**config.mk**
```make
export PLATFORM = sky130hd
export DESIGN_NAME = fetch_decode_queue
export DESIGN_NICKNAME = d
export VERILOG_FILES = /design/src/rtl/fetch_decode_queue.sv
export SDC_FILE = /design/constraint.sdc
export NUM_CORES = 1
export LEC_CHECK = 0
export BUFFER_PORTS_ARGS = -buffer_cell sky130_fd_sc_hd__buf_2
export CAP_MARGIN = 40
export CORE_UTILIZATION = 40
export CTS_BUF_LIST = sky130_fd_sc_hd__clkbuf_8
export CTS_CLUSTER_DIAMETER = 150
export DETAILED_ROUTE_END_ITERATION = 10
export SLEW_MARGIN = 40
export SYNTH_ARGS = -nofsm -noshare
export SYNTH_HDL_FRONTEND = slang
export SYNTH_SLANG_ARGS = --single-unit
```
**constraint.sdc**
```tcl
create_clock -name clk -period 2.6 [get_ports clk]
set_input_delay 0.52 -clock clk [delete_from_list [all_inputs] [get_ports clk]]
set_output_delay 0.52 -clock clk [all_outputs]
set_load 0.05 [all_outputs]
```
**src/rtl/fetch_decode_queue.sv**
```systemverilog
// fetch_decode_queue: in-order {PC, instruction} FIFO between fetch and decode with flush.
// Optional predecode of control-flow opcodes is enabled by FETCH_DECODE_QUEUE_PREDECODE_EN.
module fetch_decode_queue #(
    parameter int DEPTH   = 2,
    parameter int PC_W    = 64,
    parameter int INSTR_W = 32
) (
    input  logic                     clk,
    input  logic                     reset_n,
    input  logic                     in_valid,
    output logic                     in_ready,
    input  logic [PC_W-1:0]          in_pc,
    input  logic [INSTR_W-1:0]       in_instr,
    input  logic                     flush,
    output logic                     out_valid,
    input  logic                     out_ready,
    output logic [PC_W-1:0]          out_pc,
    output logic [INSTR_W-1:0]       out_instr,
`ifdef FETCH_DECODE_QUEUE_PREDECODE_EN
    output logic                     out_is_ctrl,
`endif
    output logic [$clog2(DEPTH):0]   out_count
);
    localparam int AW = $clog2(DEPTH);
    localparam int CW = $clog2(DEPTH) + 1;

    logic [AW-1:0]      rd_ptr, wr_ptr;
    logic [CW-1:0]      count;
    logic [PC_W-1:0]    pc_mem [DEPTH];
    logic [INSTR_W-1:0] instr_mem [DEPTH];
    logic               push, pop;

    // Flush wins over any handshake offered in the same cycle
    assign in_ready  = count != CW'(DEPTH);
    assign out_valid = count != '0;
    assign push      = in_valid & in_ready & ~flush;
    assign pop       = out_valid & out_ready & ~flush;
    assign out_pc    = pc_mem[rd_ptr];
    assign out_instr = instr_mem[rd_ptr];
    assign out_count = count;

    always_ff @(posedge clk or negedge reset_n) begin
        if (!reset_n) begin
            rd_ptr <= '0;
            wr_ptr <= '0;
            count  <= '0;
        end else if (flush) begin
            rd_ptr <= '0;
            wr_ptr <= '0;
            count  <= '0;
        end else begin
            if (push) wr_ptr <= wr_ptr + AW'(1);
            if (pop) rd_ptr <= rd_ptr + AW'(1);
            count <= count + CW'(push) - CW'(pop);
        end
    end

    always_ff @(posedge clk or negedge reset_n) begin
        if (!reset_n) begin
            for (int i = 0; i < DEPTH; i++) begin
                pc_mem[i]    <= '0;
                instr_mem[i] <= '0;
            end
        end else if (push) begin
            pc_mem[wr_ptr]    <= in_pc;
            instr_mem[wr_ptr] <= in_instr;
        end
    end

`ifdef FETCH_DECODE_QUEUE_PREDECODE_EN
    logic [DEPTH-1:0] ctrl_mem;
    logic             in_is_ctrl;

    // Branch, JAL and JALR opcodes
    assign in_is_ctrl  = in_instr[6:0] inside {7'b1100011, 7'b1101111, 7'b1100111};
    assign out_is_ctrl = ctrl_mem[rd_ptr];

    always_ff @(posedge clk or negedge reset_n) begin
        if (!reset_n) ctrl_mem <= '0;
        else if (push) ctrl_mem[wr_ptr] <= in_is_ctrl;
    end
`endif
endmodule

```
; ---- After elaboration in Yosys (flattened, before gate mapping)
; Index checks and enable logic that the tools add are counted.
[totals]
regBits = 196
input_bits = 101
out_inout_bits = 100
[classes]
n_addsub = 4
magnitude_cmp = 3
eq_ne = 1
n_mux = 17
bitwise = 7
n_reduce_logical = 4
[ops]
columns = op, count
row1 = 64-bit 2-to-1 mux, 4
row2 = 128-bit bitwise mux, 1
row3 = 32-bit 2-to-1 mux, 4
row4 = 64-bit bitwise mux, 1
row5 = 64-bit demux with 1-bit select, 1
row6 = 32-bit demux with 1-bit select, 1
row7 = 2-bit nonzero test, 3
row8 = 1-bit AND, 4
row9 = "2-bit greater-or-equal comparator, second input constant", 2
row10 = 1-bit 2-to-1 mux, 4
row11 = 1-bit NOT with 2-bit output, 2
row12 = "1-bit adder, second input constant", 2
row13 = 2-bit by 1-bit adder with 2-bit output, 1
row14 = "2-bit by 1-bit < comparator with 1-bit output, second input constant", 1
row15 = 2-bit 2-to-1 mux, 1
row16 = "2-bit inequality test, second input constant", 1
row17 = 2-bit by 1-bit subtractor with 2-bit output, 1
row18 = 1-bit logical AND, 1
row19 = 1-bit NOT, 1

; ---- Longest topological paths before layout
[logic_depth]
depth_word = 6
depth_mapped = 8

; ---- Worst setup path after synthesis
; Ideal clock, no wire load.
[synth_path]
path_type = register to register
from = register count[0], in the netlist out_count[0]
to = register instr_mem[0] in the netlist's numbering
setup_ps = 125
t_arrival_ps = 2096
required_time_ps = 2475
path_slack_ps = 379
stages_incl_launch_ff = 7
path_buffers = 2
period_less_slack_ps = 2221
cell_sequence = dfrtp_1 and2b_4 inv_1 nand4b_2 buf_2 buf_4 mux2_2
[synth_via]
elab_chain_cells = 3
[synth_rtl]
columns = element, line_no
row1 = start: declaration, 28  ; logic [CW-1:0] count;
row2 = start signal: assignment, 54  ; count <= count + CW'(push) - CW'(pop);
row3 = 2-bit inequality test, 34  ; assign in_ready = count != CW'(DEPTH);
row4 = net in_ready, 11  ; output logic in_ready,
row5 = 1-bit AND (2 in a row), 36  ; assign push = in_valid & in_ready & ~flush;
row6 = end signal: indexed assignment, 66  ; instr_mem[wr_ptr] <= in_instr;
row7 = end: declaration, 30  ; logic [INSTR_W-1:0] instr_mem [DEPTH];
; The timed path passes the listed nets, and every way through them passes these cells.
; A chain may end at the register's enable or synchronous reset.

; ---- Worst setup path after layout
[layout_path]
from = register rd_ptr
to = output out_pc[3]
[layout_via]
elab_chain_cells = 4
[layout_rtl]
columns = element, line_no
row1 = start: declaration, 27  ; logic [AW-1:0] rd_ptr, wr_ptr;
row2 = start signal: assignment, 53  ; if (pop) rd_ptr <= rd_ptr + AW'(1);
row3 = 1-bit NOT with 2-bit output (not written as such), 38  ; assign out_pc = pc_mem[rd_ptr];
row4 = 64-bit 2-to-1 mux (not written as such) (3 in a row), 38
row5 = end: declaration, 17  ; output logic [PC_W-1:0] out_pc,
; Every way passes these cells. The select of a mux whose other input is x is not followed.

==> results.sh <==
export IMPL_required_ns=2.08
export IMPL_synth_common_cells="mux2_2 (248), dfrtp_1 (196), mux2_1 (40)"
export IMPL_synth_cell_types=21
export IMPL_p_int_mw=6.82
export IMPL_antenna_found_initial=2
export IMPL_antenna_left=0
export IMPL_clkLatencyLatePin_ns=0.45
export IMPL_slew_violations=0
export IMPL_globalplace_congestion=0.767
export IMPL_synth_edf_count=0
export IMPL_drt_pass1_iter_count=4
export IMPL_worst_path_max_fanout=13
export IMPL_comb_power_share=0.416
export IMPL_synthToLayoutAreaGrowth_pct=21.8
export IMPL_drive_gt1_frac=0.666
export IMPL_drv_cap=0
export IMPL_cts_sinks=196
export IMPL_cts_htree_levels=4
export IMPL_final_util=0.504
export IMPL_cts_buffers_inserted=17
export IMPL_synth_fp_nets=641
export IMPL_grt_pass1_vias=5821
export IMPL_nets=845
export IMPL_rsz0062_at_grt="no"
export IMPL_startpoint_type="flip-flop"
export IMPL_status="complete, no violations"
export IMPL_die_y_um=148
export IMPL_finalSetupTns_ns=0
export IMPL_synth_top_area_cell="dfrtp_1"
export IMPL_reg2regPathDepth=5
export IMPL_root_buffer="clkbuf_8"
export IMPL_via_count=5167
export IMPL_finalCriticalPeriod_ns=2.44
export IMPL_grt_pass1_wl_mm=30.0
export IMPL_synth_top_area_frac=0.578
export IMPL_synth_most_common_cell="mux2_2"
export IMPL_cts_resized=0
export IMPL_async_reset_ff_frac=1.00
export IMPL_detail_route_iter0_violations=128
export IMPL_dp_hpwl_mm=12.4
export IMPL_clk_pin_slew_ns=0.10
export IMPL_tightest_slew_ns=0.580
export IMPL_die_area_um2=21800
export IMPL_slew_headroom=0.613
export IMPL_io_pins=201
export IMPL_yosys_warnings=0
export IMPL_worstSetupPathType="flip-flop to primary output"
export IMPL_syn_area_per_cell_um2=15.8
export IMPL_finClkSkew_ns=0.0141
export IMPL_grt_usage=0.176
export IMPL_via_per_inst=5.04
export IMPL_switching_power_mw=4.65
export IMPL_grt_overflow=0
export IMPL_clockBufferDepth=2
export IMPL_synth_seq_area_share=0.578
export IMPL_endpoint_kind="primary output"
export IMPL_routed_wl_mm=18.2
export IMPL_fin_crit_sh=0.939
export IMPL_start_util=0.414
export IMPL_io_buffers=200
export IMPL_rows=52
export IMPL_place_inst=992
export IMPL_yosys_register_bits=196
export IMPL_syn_inst=538
export IMPL_synth_top_cells_by_area="dfrtp_1 (58%), mux2_2 (33%), mux2_1 (5.3%), buf_2 (0.83%), buf_4 (0.80%)"
export IMPL_grt_max_degree=72
export IMPL_synthesis_area_um2=8480
export IMPL_cp_arrival_ns=1.92
export IMPL_drc=0
export IMPL_tritoncts="yes"
export IMPL_fin_cells=1026
export IMPL_post_cts_buffers=1
export IMPL_holdBufCountCts=0
export IMPL_swShare=0.406
export IMPL_leakage_nw=4.69
export IMPL_wl_per_cell_um=17.7
export IMPL_p_seq_frac=0.398
export IMPL_setup_viol=0
export IMPL_powerDensity_nw_per_um2=1110
export IMPL_fp_dieW_um=148
export IMPL_ys_flop_type="dfrtp_1"
export IMPL_finalHoldViolCount=0
export IMPL_hold_class="input port to async pin"
export IMPL_core_um2=20500
export IMPL_clock_fmax_mhz=409
export IMPL_clock_power_share=0.186
export IMPL_ir_drop_v=0.000488
-- power groups by stage --
stage | Clock, mW | Sequential (mW) | Combinational (mW)
2_1_floorplan | 0 | 4.44 | 3.90
3_3_place_gp | 0 | 4.55 | 4.70
3_5_place_dp | 0 | 4.63 | 4.79
4_1_cts | 2.21 | 4.56 | 4.83
5_1_grt | 2.35 | 4.70 | 5.04
6_report | 2.13 | 4.56 | 4.77
-- worst paths after layout --
| check | start | endpoint | slack [ns] |
|---|---|---|---|
| worst max-delay path | rd_ptr | out_pc[3] | 0.16 |
| max in group asynchronous | reset_n | instr_mem[61] | 1.75 |
| worst min register to register | pc_mem[72] | pc_mem[72] | 0.49 |
| worst max register to register | out_count[1] | pc_mem[51] | 0.56 |
| min in group clk | in_pc[28] | pc_mem[92] | 0.29 |
| worst min-delay path | reset_n | pc_mem[7] | 0.06 |
-- cell usage in the layout (no fill, tap or decap), types with 3 or more instances in the layout --
cell type  synthesis  final
nor2_1             3      3
mux2_1            40     40
mux2_2           248    248
buf_2             14    199
buf_12             0      7
clkbuf_8           0     19
dfrtp_1          196    195
clkinv_4           0      3
bufinv_16          0      3
buf_4              9      9
inv_6              0      4
-- routing by layer --
layer,up-vias,GRT usage,wire (µm)
met3,15,0.0574,1120
met4,2,0.0521,228
li1,2342,-,-
met5,-,0,17
met2,144,0.289,8810
met1,2664,0.221,7980
-- cells by family after synthesis --
group,after synthesis,share of synthesized area
AO/OA/AOI/OAI,3,0.00177
XOR/XNOR,2,0.00207
adder cells (fa/ha/maj),2,0.00295
buffers and inverters,35,0.0215
flip-flops,196,0.578
multiplexers,288,0.382
AND/OR/NAND/NOR,12,0.0111
-- sequential cells by signal, summed over array words and instances, names as in the netlist --
signal,cells
instr_mem,64
wr_ptr,1
pc_mem,128
rd_ptr,1
out_count,2
-- final cells by class --
class	instances	area [µm²]
clock inverters	14	189
multi-input cells	307	3400
well taps	270	338
clock buffers	18	248
diodes	1	2.50
fillers	1800	10200
repair buffers	217	1230
flip-flops and latches	196	4910
inverters	3	11.3
-- per-stage QoR --
stage	setup WS, ns	total power [mW]	hold slack [ns]	area [µm²]
3_3_place_gp	0.525	9.25	0.462	9880
3_5_place_dp	0.452	9.42	0.472	9880
4_1_cts	0.0949	11.6	0.0590	10300
6_report	0.158	11.5	0.0623	10300
5_1_grt	0.0378	12.1	0.0671	10300
2_1_floorplan	0.379	8.34	0.224	8480
-- worst max-delay path, stage by stage (launching register included) --
cell and delay [ns]:
dfrtp_4 0.62, buf_4 0.28, mux2_2 0.36, buf_2 0.21
Note: power is estimated with default switching activity, not from simulation.
